### config.mk
export PLATFORM = sky130hd
export DESIGN_NAME = down_count_timer
export DESIGN_NICKNAME = d
export VERILOG_FILES = /design/src/rtl/down_count_timer.sv
export SDC_FILE = /design/constraint.sdc
export NUM_CORES = 1
export LEC_CHECK = 0
export CAP_MARGIN = 20
export CORE_ASPECT_RATIO = 1.25
export CORE_MARGIN = 8
export CORE_UTILIZATION = 30
export CTS_BUF_LIST = sky130_fd_sc_hd__clkbuf_4 sky130_fd_sc_hd__clkbuf_8 sky130_fd_sc_hd__clkbuf_16
export CTS_CLUSTER_DIAMETER = 60
export DETAILED_ROUTE_END_ITERATION = 16
export GPL_TIMING_DRIVEN = 0
export PLACE_DENSITY_LB_ADDON = 0.08
export SKIP_CTS_REPAIR_TIMING = 1
export SYNTH_ARGS = -nofsm -noshare
export SYNTH_HDL_FRONTEND = slang
export SYNTH_SLANG_ARGS = --single-unit
### constraint.sdc
create_clock -name clk -period 3.05 [get_ports clk]
set_clock_uncertainty 0.2 [all_clocks]
set_input_delay 0.4575 -clock clk [delete_from_list [all_inputs] [get_ports clk]]
set_output_delay 0.4575 -clock clk [all_outputs]
set_load 0.01 [all_outputs]
### src/rtl/down_count_timer.sv
// Programmable countdown timer: loadable WIDTH-bit down counter with a
// RUN/PAUSED/DONE control FSM, terminal-count strobe and saturating reload tally.
module down_count_timer #(
    parameter int WIDTH = 6,
    parameter int RCW   = 8
) (
    input  logic             clk,
    input  logic             rst,
    input  logic [WIDTH-1:0] load_val,
    input  logic             start,
    input  logic             pause,
    input  logic             abort,
    input  logic             auto_reload,
    output logic [WIDTH-1:0] count,
    output logic             busy,
    output logic             done,
    output logic             tc_pulse,
    output logic [RCW-1:0]   reload_cnt
);

    typedef enum logic [1:0] {
        ST_IDLE   = 2'd0,
        ST_RUN    = 2'd1,
        ST_PAUSED = 2'd2,
        ST_DONE   = 2'd3
    } state_t;

    localparam logic [WIDTH-1:0] CNT_ZERO = {WIDTH{1'b0}};
    localparam logic [WIDTH-1:0] CNT_ONE  = {{(WIDTH-1){1'b0}}, 1'b1};
    localparam logic [RCW-1:0]   RC_ZERO  = {RCW{1'b0}};
    localparam logic [RCW-1:0]   RC_ONE   = {{(RCW-1){1'b0}}, 1'b1};
    localparam logic [RCW-1:0]   RC_MAX   = {RCW{1'b1}};

    function automatic logic [RCW-1:0] sat_inc(input logic [RCW-1:0] v);
        return (v == RC_MAX) ? v : v + RC_ONE;
    endfunction

    state_t           state_q,  state_d;
    logic [WIDTH-1:0] count_q,  count_d;
    logic [WIDTH-1:0] reload_q, reload_d;
    logic [RCW-1:0]   rcnt_q,   rcnt_d;
    logic             tc_q,     tc_d;
    logic             busy_q,   busy_d;
    logic             done_q,   done_d;

    // Next-state and datapath: abort > start > terminal count > pause > decrement.
    always_comb begin
        state_d  = state_q;
        count_d  = count_q;
        reload_d = reload_q;
        rcnt_d   = rcnt_q;
        tc_d     = 1'b0;
        if (abort) begin
            state_d = ST_IDLE;
            count_d = CNT_ZERO;
        end else begin
            case (state_q)
                ST_IDLE, ST_DONE: begin
                    if (start) begin
                        state_d  = ST_RUN;
                        count_d  = load_val;
                        reload_d = load_val;
                        rcnt_d   = RC_ZERO;
                        tc_d     = (load_val == CNT_ZERO);
                    end else begin
                        state_d = state_q;
                    end
                end
                ST_RUN: begin
                    if (count_q == CNT_ZERO) begin
                        if (auto_reload) begin
                            count_d = reload_q;
                            rcnt_d  = sat_inc(rcnt_q);
                            tc_d    = (reload_q == CNT_ZERO);
                        end else begin
                            state_d = ST_DONE;
                        end
                    end else if (pause && (count_q != CNT_ONE)) begin
                        // At count 1 the final decrement beats a simultaneous pause.
                        state_d = ST_PAUSED;
                    end else begin
                        count_d = count_q - CNT_ONE;
                        tc_d    = (count_q == CNT_ONE);
                    end
                end
                ST_PAUSED: begin
                    if (!pause) begin
                        state_d = ST_RUN;
                    end else begin
                        state_d = ST_PAUSED;
                    end
                end
                default: begin
                    state_d = ST_IDLE;
                    count_d = CNT_ZERO;
                end
            endcase
        end
        busy_d = (state_d == ST_RUN) || (state_d == ST_PAUSED);
        done_d = (state_d == ST_DONE);
    end

    // State and output registers with synchronous reset.
    always_ff @(posedge clk) begin
        if (rst) begin
            state_q  <= ST_IDLE;
            count_q  <= CNT_ZERO;
            reload_q <= CNT_ZERO;
            rcnt_q   <= RC_ZERO;
            tc_q     <= 1'b0;
            busy_q   <= 1'b0;
            done_q   <= 1'b0;
        end else begin
            state_q  <= state_d;
            count_q  <= count_d;
            reload_q <= reload_d;
            rcnt_q   <= rcnt_d;
            tc_q     <= tc_d;
            busy_q   <= busy_d;
            done_q   <= done_d;
        end
    end

    assign count      = count_q;
    assign busy       = busy_q;
    assign done       = done_q;
    assign tc_pulse   = tc_q;
    assign reload_cnt = rcnt_q;

endmodule
* Yosys cells after proc, flatten, opt, wreduce, memory -nomap -nowiden
Index checks and enable logic that the tools add are counted.
Cells by class: add/sub/neg operators 2, eq/ne operators 15, muxes and demuxes 22, bitwise logic cells 1, reduce and logical (&&, ||, !) cells 12
Operators by type and width (count):
- $mux 8 | 4
- $mux 6 | 4
- $logic_not 6->1 | 3
- $pmux 8 s2 | 1
- $mux 2 | 6
- $pmux 6 s2 | 1
- $add 8x1->8 const B | 1
- $eq 2x2->1 const B | 4
- $eq 8x8->1 const B | 1
- $ne 2x2->1 const B | 4
- $eq 6x1->1 const B | 1
- $ne 3x3->1 const B | 2
- $ne 6x1->1 const B | 1
- $pmux 2 s3 | 1
- $reduce_and 6->1 | 1
- $sub 6x1->6 const B | 1
- $eq 2x1->1 const B | 2
- $mux 1 | 4
- $reduce_and 4->1 | 1
- $reduce_or 2->1 | 2
- $reduce_and 3->1 | 1
- $logic_not 2->1 | 1
- $pmux 1 s2 | 1
- $reduce_bool 2->1 | 1
- other kinds (3) | 3
Storage, ports and cells: register bits 25, input bits 12, output and inout bits 17, logic and storage cells 59

* Depth between registers and ports, before layout
depth after elaboration 8, depth in mapped cells 9, mapped depth without buffers 9

* Worst setup path after synthesis
No wires, ideal clock.
path kind register -> register, start reg count_q[0], in the netlist count[0], end reg busy_q, in the netlist busy, setup time 0.128 ns, arrival time 2.107 ns, required time 2.722 ns, setup slack 0.615 ns, stages on the path, launching flop included 10, buffers on the path 1, clock period less this slack 2.435 ns, cell sequence dfxtp_1 inv_1 ha_1 clkbuf_1 o21ai_0 a21o_1 a222oi_1 nor3_1 ha_1 nor2b_1
Between the ends: cells in the longest elaborated chain, start to end 8, elaborated cells between the ends (all ways) 10, those cells by class 3 x eq/ne; 4 x mux; 3 x reduce/logical
Ends and longest elaborated chain:
- from (decl) | RTL line 39 | logic [WIDTH-1:0] count_q, count_d;
- from (signal assigned) | RTL line 115 | count_q <= count_d;
- $ne 6x1->1 | RTL line 78 | end else if (pause && (count_q != CNT_ONE)) begin
- $logic_and 1x1->1 | RTL line 78
- $mux 2 | RTL line 78
- $mux 2 * | RTL line 70 | if (count_q == CNT_ZERO) begin
- $pmux 2 s3 * | RTL line 57 | case (state_q)
- $mux 2 * | RTL line 53 | if (abort) begin
- via state_d[1] | RTL line 38 | state_t state_q, state_d;
- $eq 2x1->1 / $eq 2x2->1 (equally long branches) | RTL line 99 | busy_d = (state_d == ST_RUN) || (state_d == ST_PAUSED);
- $logic_or 1x1->1 * | RTL line 99
- via busy_d | RTL line 43 | logic busy_q, busy_d;
- to (signal assigned) | RTL line 119 | busy_q <= busy_d;
- to (decl) | RTL line 43
The timed path passes the listed nets; every way through them passes the cells marked *. A chain may end at the register's enable or synchronous reset.

* Final worst setup path
Ends and elaborated chain as after synthesis.

==> flow_summary.yaml <==
outcome:
  status: "completed"
yosys:
  ys_async_sr_fraction_pct: 0
  synth_top_area_share_pct: 33.3
  ys_warn_count: 0
  syn_inst: 180
  synth.most_common_cell: "dfxtp_1"
  yosysTopAreaCell: "dfxtp_1"
  synth_edf_count: 0
  syn_area_sq_mm: 0.00151
  synth_seq_cells: 25
  synth_common_cells: "dfxtp_1 (25), nor2_1 (20), o21ai_0 (15), nor3_1 (12)"
  synthTopCellsByArea: "dfxtp_1 (33%), ha_1 (6.7%), mux2i_1 (5.3%), nor2_1 (5.0%), o21ai_0 (5.0%)"
  yosysUniqueCellTypes: 50
  syn_nets: 200
  synth.avg_cell_area_sq_um: 8.36
  yosys_most_used_dff: "dfxtp_1"
  yosysSeqAreaShare_pct: 33.3
critical_path:
  r2r_cells: 9
  end_kind: "register"
  cp-start-kind: "register"
  critPathMaxFanout: 10
  cpMaxStageDelayCell: "dfxtp_1"
  ff2ff_setup_slack_ns: 0.30
  worst_path_most_repeated_cell: "ha_1"
  cp.arrival_ns: 2.70
  path_depth: 9
  path_cells: "inv_1 -> ha_1 -> clkbuf_1 -> o21ai_0 -> a21o_1 -> a222oi_1 -> nor3_1 -> ha_1 -> nor2b_1"
  crit_family: "compound AO/OA/AOI/OAI gates"
  cp.buffers_inverters: 2
  slowest_delay_ns: 0.39
  required_ns: 3.00
  critPathKind: "register to register"
detailed_routing:
  via_count: 1433
  first_iter_violations: 46
  antenna_left: 0
  routed_wl_mm: 4.26
  dr.pass1.iters: 4
  wire_per_inst_um: 15.6
  routed_via_density: 5.23
  route.detailed.drc: 0
floorplanning:
  initial_core_util_pct: 30.3
  core_sq_mm: 0.00497
  rows: 29
  die_width_um: 79.4
  fp.dieArea_sq_mm: 0.00755
  die_h_um: 95.2
  io_pins: 29
timing:
  finalCritPeriodShare_pct: 90.2
  min_period_ns: 2.75
  rsz0062_at_grt: "false"
  clock.fmax_mhz: 364
  setup_viol: 0
  setup_tns_ns: 0
  tightest_slew_ns: 0.735
  drv_slew: 0
  hold_violations: 0
  slew_headroom_pct: 50.6
worst_hold_path:
  whs_path_depth: 1
  hold_path_class: "register to register"
layout:
  antennaDiodeCount: 0
  final_nets: 233
  drive_above_1_share_pct: 6.60
  syn_to_final_growth_pct: 27.0
  final_cells: 274
  post-route-util_pct: 38.5
  fillCellCount: 508
clock_tree:
  numCtsBuffers: 3
  clk_path_buf_depth: 2
  htreeDepth: 1
  cts_sinks: 25
  clk_pin_slew_ns: 0.09
  worstSkewPairLatency_ns: 0.27
  cts_root_buf: "clkbuf_8"
  cts_tree: "done"
pwr:
  power.clock.fraction_pct: 28.3
  pwr_density_cell_mw_per_mm2: 387
  p_total_w: 0.000740
  p_int_w: 0.000519
  p_switching_w: 0.000222
  leakage_nw: 0.745
  comb_power_share_pct: 24.2
  peakVddDrop_mv: 0.161
  p_seq_share_pct: 47.5
  swShare_pct: 29.9
grt:
  grt_pass1_vias: 1503
  grt_use_total_pct: 11.8
  grt-ovfl-total: 0
  grt_pass1_wl_mm: 7.20
  grt_max_degree: 14
  antenna_found_initial: 0
run:
  maxCapViolations: 0
placed_design:
  gp_congestion: 0.818
  post-dp-hpwl_mm: 3.37
  io_buffers: 28
  dp.cells: 270
-- final cells by class --
class	instances	area, sq um	share of cell area [%]
inverters	8	30.0	1.57
flip-flops and latches	25	500	26.2
plain buffers	7	27.5	1.44
repair buffers	28	280	14.7
well taps	62	77.6	4.06
clock buffers	4	48.8	2.55
multi-input cells	140	947	49.5
-- power by group through the flow --
stage,sequential [W],clock [W],combinational (W)
5_1_grt,0.000354,0.000230,0.000204
6_report,0.000352,0.000209,0.000179
3_5_place_dp,0.000359,0,0.000180
2_1_floorplan,0.000358,0,0.000115
3_3_place_gp,0.000359,0,0.000179
4_1_cts,0.000352,0.000215,0.000181
-- cell usage in the layout (no fill, tap or decap), types with 3 or more instances in the layout --
cell type | synthesis | layout
clkdlybuf4s50_1 | 0 | 28
dfxtp_1 | 25 | 25
nor2_1 | 20 | 20
o21ai_0 | 15 | 15
nor3_1 | 12 | 12
mux2i_1 | 8 | 8
ha_1 | 8 | 8
inv_1 | 7 | 7
nand2_1 | 7 | 7
nand3_1 | 7 | 7
a21o_1 | 6 | 6
clkbuf_1 | 5 | 5
nor4_1 | 5 | 5
a21oi_1 | 5 | 5
nor2b_1 | 4 | 4
a211oi_1 | 4 | 4
nand2b_1 | 3 | 3
mux2_2 | 3 | 3
clkbuf_8 | 0 | 3
-- cell families (layout without fill, tap and decap cells) --
logic type	Yosys count	in the layout	synth area share [%]
AO/OA/AOI/OAI	49	49	22.5
adder cells (fa/ha/maj)	8	8	6.65
AND/OR/NAND/NOR	70	70	25.0
buffers and inverters	15	47	3.82
flip-flops	25	25	33.3
multiplexers	11	11	7.56
XOR/XNOR	2	2	1.16
-- registers in the layout (all words and copies together), names as in the netlist --
signal      count
reload_cnt      8
count           6
reload_q        6
state_q         2
busy            1
done            1
tc_pulse        1
-- path summary, 6_finish.rpt --
| check | start | end |
|---|---|---|
| worst max-delay path | count[0]$_SDFFE_PP0P_ | busy$_SDFF_PP0_ |
| worst min-delay path | reload_cnt[7]$_SDFFE_PP0P_ | reload_cnt[7]$_SDFFE_PP0P_ |
| worst max register to register | count[0]$_SDFFE_PP0P_ | busy$_SDFF_PP0_ |
| worst min register to register | reload_cnt[7]$_SDFFE_PP0P_ | reload_cnt[7]$_SDFFE_PP0P_ |
-- per-stage QoR --
| step | area, sq um | hold WS (ns) | setup slack, ns |
|---|---|---|---|
| floorplan | 1510 | 0.273 | 0.615 |
| CTS | 1910 | 0.302 | 0.315 |
| finish | 1910 | 0.300 | 0.300 |
| detailed placement | 1860 | 0.285 | 0.331 |
| global placement | 1860 | 0.283 | 0.314 |
| global route | 1910 | 0.326 | 0.0174 |
-- routing by layer --
metal / vias up / routed length [um] / track usage [%]
met5: - / 0 / 0
li1: 732 / - / -
met1: 670 / 1830 / 13.3
met2: 23 / 2160 / 20.9
met4: 0 / 101 / 4.80
met3: 8 / 172 / 2.55
(Power assumes the default switching activity.)
